`config.mk`:
```
export PLATFORM = sky130hd
export DESIGN_NAME = fetch_unit_flat
export DESIGN_NICKNAME = d
export VERILOG_FILES = /design/src/rtl/core_pkg.sv /design/src/rtl/fetch_unit_if.sv /design/src/rtl/fetch_fifo.sv /design/src/rtl/fetch_unit.sv /design/src/flat_wrapper.sv
export SDC_FILE = /design/constraint.sdc
export NUM_CORES = 1
export LEC_CHECK = 0
export BUFFER_PORTS_ARGS = -buffer_cell sky130_fd_sc_hd__buf_2
export CORE_MARGIN = 2
export CORE_UTILIZATION = 46
export DETAILED_ROUTE_END_ITERATION = 8
export PLACE_DENSITY = 0.68
export SLEW_MARGIN = 20
export SYNTH_ARGS = -nofsm -noshare
export SYNTH_HDL_FRONTEND = slang
export SYNTH_SLANG_ARGS = --single-unit
```
`constraint.sdc`:
```
create_clock -name clk -period 10.7 [get_ports clk]
set_input_delay 2.675 -clock clk [delete_from_list [all_inputs] [get_ports clk]]
set_output_delay 2.675 -clock clk [all_outputs]
set_load 0.05 [all_outputs]
```
`src/rtl/core_pkg.sv`:
```
// Shared core types and widths for the fetch front end.
// Provides the default PC width, instruction width and reset PC.
package core_pkg;

  localparam int unsigned ADDR_W = 32;
  localparam int unsigned INST_W = 32;
  localparam logic [31:0] RESET_PC = 32'h0000_0000;

  typedef struct packed {
    logic [ADDR_W-1:0] pc;
    logic [INST_W-1:0] inst;
  } fetch_entry_t;

endpackage

```
`src/rtl/fetch_unit_if.sv`:
```
// Fetch unit bus: instruction memory, redirect and core handshake.
// master = fetch unit side, slave = memory/core side.
interface fetch_unit_if #(
  parameter int unsigned ADDR_W = core_pkg::ADDR_W
);

  logic                        imem_req;
  logic [ADDR_W-1:0]           imem_addr;
  logic [core_pkg::INST_W-1:0] imem_rdata;
  logic                        redirect_valid;
  logic [ADDR_W-1:0]           redirect_pc;
  logic                        inst_valid;
  logic                        inst_ready;
  logic [core_pkg::INST_W-1:0] inst;
  logic [ADDR_W-1:0]           inst_pc;

  modport master (
    output imem_req,
    output imem_addr,
    input  imem_rdata,
    input  redirect_valid,
    input  redirect_pc,
    output inst_valid,
    input  inst_ready,
    output inst,
    output inst_pc
  );

  modport slave (
    input  imem_req,
    input  imem_addr,
    output imem_rdata,
    output redirect_valid,
    output redirect_pc,
    input  inst_valid,
    output inst_ready,
    input  inst,
    input  inst_pc
  );

endinterface

```
`src/rtl/fetch_fifo.sv`:
```
// Synchronous DEPTH-entry FIFO of fetch entries.
// Flush empties it in one cycle; reset also clears the storage.
module fetch_fifo #(
  parameter int unsigned DEPTH = 2,
  parameter type entry_t = core_pkg::fetch_entry_t,
  parameter int unsigned CNT_W = $clog2(DEPTH + 1)
) (
  input  logic             clk,
  input  logic             rst,
  input  logic             flush,
  input  logic             push,
  input  entry_t           din,
  input  logic             pop,
  output entry_t           dout,
  output logic [CNT_W-1:0] count,
  output logic             full,
  output logic             empty
);
  import core_pkg::*;

  localparam int unsigned PTR_W =
    (DEPTH > 1) ? $clog2(DEPTH) : 1;

  entry_t           mem [DEPTH];
  logic [PTR_W-1:0] rd_q;
  logic [PTR_W-1:0] wr_q;
  logic [CNT_W-1:0] cnt_q;
  logic             do_push;
  logic             do_pop;

  function automatic logic [PTR_W-1:0] nxt(
    input logic [PTR_W-1:0] p
  );
    return (p == PTR_W'(DEPTH - 1)) ?
      '0 : p + PTR_W'(1);
  endfunction

  assign empty   = (cnt_q == '0);
  assign full    = (cnt_q == CNT_W'(DEPTH));
  assign count   = cnt_q;
  assign dout    = mem[rd_q];
  assign do_push = push && !full;
  assign do_pop  = pop && !empty;

  // Pointer, occupancy and storage update.
  always_ff @(posedge clk) begin
    if (rst) begin
      rd_q  <= '0;
      wr_q  <= '0;
      cnt_q <= '0;
      for (int i = 0; i < DEPTH; i++) begin
        mem[i] <= '0;
      end
    end else if (flush) begin
      rd_q  <= '0;
      wr_q  <= '0;
      cnt_q <= '0;
    end else begin
      if (do_push) begin
        mem[wr_q] <= din;
        wr_q      <= nxt(wr_q);
      end
      if (do_pop) begin
        rd_q <= nxt(rd_q);
      end
      unique case ({do_push, do_pop})
        2'b10:   cnt_q <= cnt_q + CNT_W'(1);
        2'b01:   cnt_q <= cnt_q - CNT_W'(1);
        default: cnt_q <= cnt_q;
      endcase
    end
  end

endmodule

```
`src/rtl/fetch_unit.sv`:
```
// Instruction fetch unit: PC, request throttle and buffer.
// FETCH_BYPASS_EN: forward returning data when the buffer is empty.
module fetch_unit #(
  parameter int unsigned ADDR_W = core_pkg::ADDR_W,
  parameter logic [ADDR_W-1:0] RESET_PC =
    ADDR_W'(core_pkg::RESET_PC),
  parameter int unsigned DEPTH = 2
) (
  input logic          clk,
  input logic          rst,
  fetch_unit_if.master bus
);
  import core_pkg::*;

  localparam int unsigned CNT_W = $clog2(DEPTH + 1);
  localparam int unsigned OCC_W = CNT_W + 2;
  localparam logic [ADDR_W-1:0] PC0 =
    RESET_PC & ~ADDR_W'(3);

  typedef struct packed {
    logic [ADDR_W-1:0] pc;
    logic [INST_W-1:0] inst;
  } entry_t;

  logic [ADDR_W-1:0] pc_q;
  logic [ADDR_W-1:0] rsp_pc_q;
  logic              inflight_q;
  logic              redirect;
  logic              rsp_live;
  logic              req;
  logic              pop;
  logic              push;
  logic              fifo_pop;
  logic [OCC_W-1:0]  occ;
  entry_t            wdata;
  entry_t            head;
  logic [CNT_W-1:0]  count;
  logic              full;
  logic              empty;

  assign redirect = bus.redirect_valid;
  assign rsp_live = inflight_q && !redirect && !rst;
  assign wdata    = '{pc: rsp_pc_q, inst: bus.imem_rdata};

`ifdef FETCH_BYPASS_EN
  logic byp;
  assign byp = empty && rsp_live;
  assign bus.inst_valid =
    !rst && !redirect && (!empty || rsp_live);
  assign bus.inst    = byp ? bus.imem_rdata : head.inst;
  assign bus.inst_pc = byp ? rsp_pc_q : head.pc;
  assign push =
    rsp_live && !full && !(byp && bus.inst_ready);
  assign fifo_pop =
    !empty && !redirect && !rst && bus.inst_ready;
`else
  assign bus.inst_valid = !rst && !redirect && !empty;
  assign bus.inst       = head.inst;
  assign bus.inst_pc    = head.pc;
  assign push           = rsp_live && !full;
  assign fifo_pop       = bus.inst_valid && bus.inst_ready;
`endif

  assign pop = bus.inst_valid && bus.inst_ready;
  assign occ = OCC_W'(count)
             + OCC_W'(rsp_live)
             - OCC_W'(pop);
  assign req = !rst && !redirect
            && (occ < OCC_W'(DEPTH));

  assign bus.imem_req  = req;
  assign bus.imem_addr = pc_q;

  // Fetch PC and in-flight request tracking.
  always_ff @(posedge clk) begin
    if (rst) begin
      pc_q       <= PC0;
      rsp_pc_q   <= '0;
      inflight_q <= 1'b0;
    end else begin
      inflight_q <= req;
      if (req) begin
        rsp_pc_q <= pc_q;
      end
      if (redirect) begin
        pc_q <= bus.redirect_pc & ~ADDR_W'(3);
      end else if (req) begin
        pc_q <= pc_q + ADDR_W'(4);
      end
    end
  end

  fetch_fifo #(
    .DEPTH   (DEPTH),
    .entry_t (entry_t),
    .CNT_W   (CNT_W)
  ) u_fifo (
    .clk   (clk),
    .rst   (rst),
    .flush (redirect),
    .push  (push),
    .din   (wdata),
    .pop   (fifo_pop),
    .dout  (head),
    .count (count),
    .full  (full),
    .empty (empty)
  );

endmodule

```
`src/flat_wrapper.sv`:
```
// flat-port wrapper written by rule: the top's interface ports become plain ports
module fetch_unit_flat import core_pkg::*;
#(
  parameter int unsigned ADDR_W = core_pkg::ADDR_W,
  parameter logic [ADDR_W-1:0] RESET_PC =
    ADDR_W'(core_pkg::RESET_PC),
  parameter int unsigned DEPTH = 2
)
  (clk, rst, bus_imem_req, bus_imem_addr, bus_imem_rdata, bus_redirect_valid, bus_redirect_pc, bus_inst_valid, bus_inst_ready, bus_inst, bus_inst_pc);
  fetch_unit_if #(.ADDR_W(ADDR_W)) bus_i ();
  input logic clk;
  input logic rst;
  output wire logic [$bits(bus_i.imem_req)-1:0] bus_imem_req;
  output wire logic [$bits(bus_i.imem_addr)-1:0] bus_imem_addr;
  input wire logic [$bits(bus_i.imem_rdata)-1:0] bus_imem_rdata;
  input wire logic [$bits(bus_i.redirect_valid)-1:0] bus_redirect_valid;
  input wire logic [$bits(bus_i.redirect_pc)-1:0] bus_redirect_pc;
  output wire logic [$bits(bus_i.inst_valid)-1:0] bus_inst_valid;
  input wire logic [$bits(bus_i.inst_ready)-1:0] bus_inst_ready;
  output wire logic [$bits(bus_i.inst)-1:0] bus_inst;
  output wire logic [$bits(bus_i.inst_pc)-1:0] bus_inst_pc;
  assign bus_imem_req = bus_i.imem_req;
  assign bus_imem_addr = bus_i.imem_addr;
  assign bus_i.imem_rdata = bus_imem_rdata;
  assign bus_i.redirect_valid = bus_redirect_valid;
  assign bus_i.redirect_pc = bus_redirect_pc;
  assign bus_inst_valid = bus_i.inst_valid;
  assign bus_i.inst_ready = bus_inst_ready;
  assign bus_inst = bus_i.inst;
  assign bus_inst_pc = bus_i.inst_pc;
  fetch_unit #(.ADDR_W(ADDR_W), .RESET_PC(RESET_PC), .DEPTH(DEPTH)) u_core (.clk(clk), .rst(rst), .bus(bus_i));
endmodule
```
; ---- Yosys cells after proc, flatten, opt, wreduce, memory -nomap -nowiden
; Memories as Yosys holds them, arrays and structs flattened. A register that Yosys moved wholly into a read port is not among the register bits.
; Index checks and enable logic that the tools add are counted.
[word_totals]
n_memories = 1
in_bits = 68
out_inout_bits = 98
reg_bits = 69
mem_bits_rw = 128
[op_classes]
muxes = 16
reduce_logical = 18
eq_ne = 3
n_addsub = 7
order_cmp = 1
[memory_table]
columns = memory, words, width, rd, rd_clocked_by_memory_dff, wr, line_no
row1 = u_core.u_fifo.mem, 2, 64, 1, 1, 2, fetch_fifo.sv:24  ; entry_t mem [DEPTH];
[ops]
columns = operator, count
row1 = 32-bit 2-to-1 mux, 2
row2 = 64-bit 2-to-1 mux, 1
row3 = 64-bit OR reduction, 1
row4 = "32-bit by 3-bit adder with 32-bit output, second input constant", 1
row5 = 1-bit 2-to-1 mux, 12
row6 = 1-bit logical AND, 9
row7 = "2-bit == test, second input constant", 2
row8 = 1-bit logical NOT, 4
row9 = "4-bit by 2-bit < comparator with 1-bit output, second input constant", 1
row10 = 2-bit case mux with 2 select lines, 1
row11 = 2-bit nonzero test, 2
row12 = 4-bit by 1-bit subtractor with 4-bit output, 1
row13 = 2-bit by 1-bit adder with 3-bit output, 1
row14 = "1-bit adder, second input constant", 2
row15 = "2-bit by 1-bit adder with 2-bit output, second input constant", 1
row16 = "2-bit by 1-bit == test with 1-bit output, second input constant", 1
row17 = 2-bit logical NOT, 1
row18 = 2-bit OR reduction, 1
row19 = "2-bit by 1-bit subtractor with 2-bit output, second input constant", 1

; ---- Longest topological paths before layout
[depth]
depth_word = 11
depth_mapped = 15
ltp_nobuf = 13

; ---- Modules after synthesis
; From an unflattened synthesis, not the netlist that was laid out.
[hier_totals]
cells_unflattened = 748
area_unflattened_um2 = 8903.5
[modules_own_cells]
columns = module, cells_each, area_per_inst_um2, instances
row1 = fetch_fifo, 371, 5829.3, 1
row2 = fetch_unit, 377, 3074.2, 1

; ---- Worst setup path after synthesis
; Ideal clock, no wire load.
[synth_timing]
kind = in2out
from = in rst
to = out bus_imem_req
t_required_ps = 8025
arrival_time_ps = 5582
slack_ps = 2443
stages = 12
n_path_buf = 3
cell_sequence = buf_2 > or2_1 > buf_2 > nor2_1 > nand2_1 > nor2_1 > ha_1 > xnor2_1 > and3_1 > nand2_4 > inv_4 > clkbuf_1
[synth_via]
elab_chain_len = 7
word_cells_on_any_way = 9
[synth_rtl]
columns = item, line_no
row1 = "start, declared", flat_wrapper.sv:12  ; input logic rst;
row2 = 1-bit logical NOT, fetch_unit.sv:57  ; assign bus.inst_valid = !rst && !redirect && !empty;
row3 = 1-bit logical AND (2 in series), fetch_unit.sv:57
row4 = via bus_inst_valid, flat_wrapper.sv:18  ; output wire logic [$bits(bus_i.inst_valid)-1:0] bus_inst_valid;
row5 = 1-bit logical AND, fetch_unit.sv:64  ; assign pop = bus.inst_valid && bus.inst_ready;
row6 = 4-bit by 1-bit subtractor with 4-bit output, fetch_unit.sv:67  ; - OCC_W'(pop);
row7 = 4-bit by 2-bit < comparator with 1-bit output, fetch_unit.sv:69  ; && (occ < OCC_W'(DEPTH));
row8 = 1-bit logical AND, fetch_unit.sv:69
row9 = "end, declared", flat_wrapper.sv:13  ; output wire logic [$bits(bus_i.imem_req)-1:0] bus_imem_req;
; The timed path passes the listed nets, and every way through them passes these cells.

; ---- Worst setup path after layout
[layout_timing]
from = in bus_redirect_valid
to = out bus_imem_req
[layout_via]
elab_chain_len = 7
word_cells_on_any_way = 10
[layout_rtl]
columns = item, line_no
row1 = "start, declared", flat_wrapper.sv:16  ; input wire logic [$bits(bus_i.redirect_valid)-1:0] bus_redirect_valid;
row2 = 1-bit logical NOT (*), "fetch_unit.sv:42, fetch_unit.sv:57, fetch_unit.sv:68"
row3 = 1-bit logical AND (on tied branches), "fetch_unit.sv:42, fetch_unit.sv:57, fetch_unit.sv:68"
row4 = 1-bit logical AND (on tied branches), "fetch_unit.sv:42, fetch_unit.sv:57"
row5 = 2-bit by 1-bit adder with 3-bit output or 1-bit logical AND (tied branches), "fetch_unit.sv:66, fetch_unit.sv:64"
row6 = 4-bit by 1-bit subtractor with 4-bit output, fetch_unit.sv:67
row7 = 4-bit by 2-bit < comparator with 1-bit output, fetch_unit.sv:69
row8 = 1-bit logical AND (*), fetch_unit.sv:69
; Mark *: on every way between the ends. The rest lies on a longest branch, timed or not.

==> results.sh <==
export IMPL_outcome="completed"
export IMPL_fmax_mhz=118
export IMPL_slowest_delay_ns=0.49
export IMPL_grt_max_degree=64
export IMPL_die_width_um=140
export IMPL_firstDrtPassIters=5
export IMPL_path_clk_slew_ns=0.07
export IMPL_worstSetupStartpointType="primary input"
export IMPL_post_cts_buffers=0
export IMPL_fill_cells=1622
export IMPL_start_util=0.472
export IMPL_relSlewSlack=0.337
export IMPL_maxCapViolCount=0
export IMPL_arrival_ns=5.81
export IMPL_ys_seq_elements=190
export IMPL_syn_inst=738
export IMPL_maxSlewViolCount=0
export IMPL_grt_pass1_wl_mm=29.4
export IMPL_reg2reg_slack_ns=7.72
export IMPL_cts_buffers=17
export IMPL_worstSetupPathType="in2out"
export IMPL_io_buffers=159
export IMPL_cpMostUsedCell="ha_1"
export IMPL_rsz0062_at_grt="no"
export IMPL_syn_mean_instance_area_um2=11.5
export IMPL_irDropWorstVdd_mv=0.106
export IMPL_dpl_hpwl_mm=11.6
export IMPL_dr_first_iter_drc_count=287
export IMPL_coreArea_um2=18000
export IMPL_setup_violations=0
export IMPL_htreeDepth=4
export IMPL_p_leak_uw=0.00391
export IMPL_vias=5874
export IMPL_crit_path_top_delay_cell="inv_4"
export IMPL_routed_wirelength_mm=18.9
export IMPL_fin_skew_ns=0.00937
export IMPL_hold_viol_final=0
export IMPL_synth_distinct_cells=51
export IMPL_ys_seq_area_frac=0.593
export IMPL_diodes=0
export IMPL_whs_ns=0.461
export IMPL_dpl_worst_slack_ns=2.23
export IMPL_synth_top_cell_by_area="edfxtp_1"
export IMPL_antenna_left=0
export IMPL_die_height_um=140
export IMPL_vias_per_cell=5.26
export IMPL_cts_tree="yes"
export IMPL_post_route_period_util=0.793
export IMPL_overflow=0
export IMPL_row_count=49
export IMPL_grt_util_all_layers=0.192
export IMPL_path_cells="buf_2, nor2_1, and2_1, ha_1, inv_1, ha_1, inv_1, ha_1, xnor2_1, and3_1, nand2_4, inv_4, buf_2"
export IMPL_endpoint_kind="output port"
export IMPL_nets=948
export IMPL_cts_root_buf="clkbuf_16"
export IMPL_syn_to_final_growth_pct=17.8
export IMPL_worst_pin_slew_ns=0.994
export IMPL_drive_gt1_frac=0.299
export IMPL_die_area_um2=19600
export IMPL_cts_resized=0
export IMPL_antenna_found_initial=0
export IMPL_setup_ws_ns=2.21
export IMPL_ctsHoldBuffers=0
export IMPL_required_ns=8.03
export IMPL_yosys_top_cells_area="edfxtp_1 (44%), dfxtp_1 (16%), and2_1 (9.6%), mux2_2 (8.2%), nand2_1 (3.6%)"
export IMPL_cp_max_fo=46
export IMPL_worstSkewPairLatency_ns=0.42
export IMPL_routabilityCongestion=0.831
export IMPL_clock_sinks=190
export IMPL_layout_min_cycle_time_ns=8.49
export IMPL_tns_ns=0
export IMPL_synth_edf_count=124
export IMPL_yosysTopAreaCellShare=0.438
export IMPL_ys_warn_count=0
export IMPL_grt_pass1_vias=5633
export IMPL_hp_class="reg2reg"
export IMPL_route_detailed_drc=0
export IMPL_num_io_pins=166
export IMPL_ys_flop_type="edfxtp_1"
export IMPL_clk_path_buf_depth=2
export IMPL_p_per_area_nw_per_um2=163
export IMPL_netlist_area_um2=8500
export IMPL_synthArstFlopShare=0
export IMPL_wl_per_cell_um=16.9
[power breakdown]
part           internal, uW  switching [uW]
registers               809            19.5
logic                  44.0             125
clock network           360             273
total                  1210             417
[final cells by class]
type,instances,area (um2),area share
Sequential cell,190,5050,0.504
Multi-Input combinational cell,489,3210,0.321
Timing Repair Buffer,163,826,0.0825
Clock buffer,20,458,0.0457
Tap cell,229,287,0.0286
Clock inverter,12,130,0.0130
Inverter,13,51.3,0.00512
[placed cells by master, fill, tap and decap left out, drive strengths merged, types with 3 or more instances in the layout]
| cell | synthesis | final |
|---|---|---|
| dfxtp | 66 | 66 |
| buf | 14 | 163 |
| and2 | 130 | 130 |
| and3 | 5 | 5 |
| clkbuf | 35 | 20 |
| ha | 6 | 6 |
| conb | 1 | 4 |
| a22oi | 4 | 4 |
| edfxtp | 124 | 124 |
| a211oi | 12 | 12 |
| nand3 | 10 | 10 |
| a31oi | 16 | 16 |
| or3 | 5 | 5 |
| a21oi | 37 | 37 |
| mux2 | 62 | 62 |
| nor3 | 5 | 5 |
| nand2 | 82 | 82 |
| or2 | 3 | 3 |
| nand4 | 9 | 9 |
| nor4 | 14 | 14 |
| o21ai | 7 | 7 |
| clkinv | 0 | 5 |
| and4 | 4 | 4 |
| nand3b | 3 | 3 |
| inv | 13 | 17 |
| or4 | 7 | 7 |
| nor2 | 27 | 27 |
| xnor2 | 14 | 14 |
| o211ai | 7 | 7 |
[cell families (layout without fill, tap and decap cells)]
kind of cell	after synthesis	in the layout	synth area share
compound gates	92	92	0.0680
mux	62	62	0.0821
fa+ha+maj	6	6	0.00883
other cells	1	4	0.000441
flops	190	190	0.593
simple gates	309	309	0.198
buf+inv	62	208	0.0325
xor+xnor	16	16	0.0165
[per-stage QoR]
step	std cells	power, uW	cell area, um2	utilization
final	1116	1630	10000	0.556
after global routing	1116	1690	10000	0.556
after CTS	1116	1640	10000	0.556
after detailed placement	1084	1010	9430	0.523
after global placement	1084	1010	9430	0.523
after floorplan	741	965	8520	-
[sequential cells by signal, indices dropped and copies added (netlist names), named ones only]
register and count:
u_core.u_fifo.count 2, u_core.u_fifo.rd_q 1, u_core.u_fifo.mem 124, u_core.inflight_q 1, u_core.bus.imem_addr 30, u_core.u_fifo.wr_q 1
u_core.rsp_pc_q 30
[layer usage]
metal / part of all wire / vias to the layer above / GRT usage
met1: 0.46 / 2806 / 0.250
met4: 0.010 / 0 / 0.0579
met5: 0 / - / 0
met3: 0.046 / 13 / 0.0376
li1: - / 2899 / -
met2: 0.49 / 156 / 0.325
[Yosys cell counts (5+ instances only)]
| cell type | n |
|---|---|
| nand4_1 | 9 |
| ha_1 | 6 |
| edfxtp_1 | 124 |
| nand2_1 | 81 |
| nor3_1 | 5 |
| nand3_1 | 10 |
| dfxtp_1 | 66 |
| nor2_1 | 27 |
| a21oi_1 | 36 |
| buf_2 | 5 |
| and3_1 | 5 |
| o211ai_1 | 7 |
| mux2_2 | 62 |
| clkbuf_1 | 34 |
| a31oi_1 | 16 |
| or3_1 | 5 |
| xnor2_1 | 14 |
| a211oi_1 | 12 |
| buf_4 | 7 |
| inv_1 | 12 |
| nor4_1 | 13 |
| o21ai_0 | 7 |
| and2_1 | 130 |
| or4_1 | 6 |
[worst paths after layout]
| path | startpoint | depth (start not counted) | endpoint |
|---|---|---|---|
| worst min register to register | u_core.rsp_pc_q[23] | 2 | u_core.rsp_pc_q[23] |
| worst max register to register | u_core.u_fifo.count[0] | 11 | u_core.bus.imem_addr[6] |
| worst min-delay path | u_core.rsp_pc_q[23] | 2 | u_core.rsp_pc_q[23] |
| worst max-delay path | bus_redirect_valid | 13 | bus_imem_req |
[critical path: cells and delay by family]
| family | cells | cell delay [ns] |
|---|---|---|
| XOR/XNOR | 1 | 0.13 |
| AND/OR/NAND/NOR | 4 | 0.97 |
| adder cells (fa/ha/maj) | 3 | 0.56 |
| buffers and inverters | 5 | 1.42 |
No activity file was read; power rests on OpenSTA's default activity.
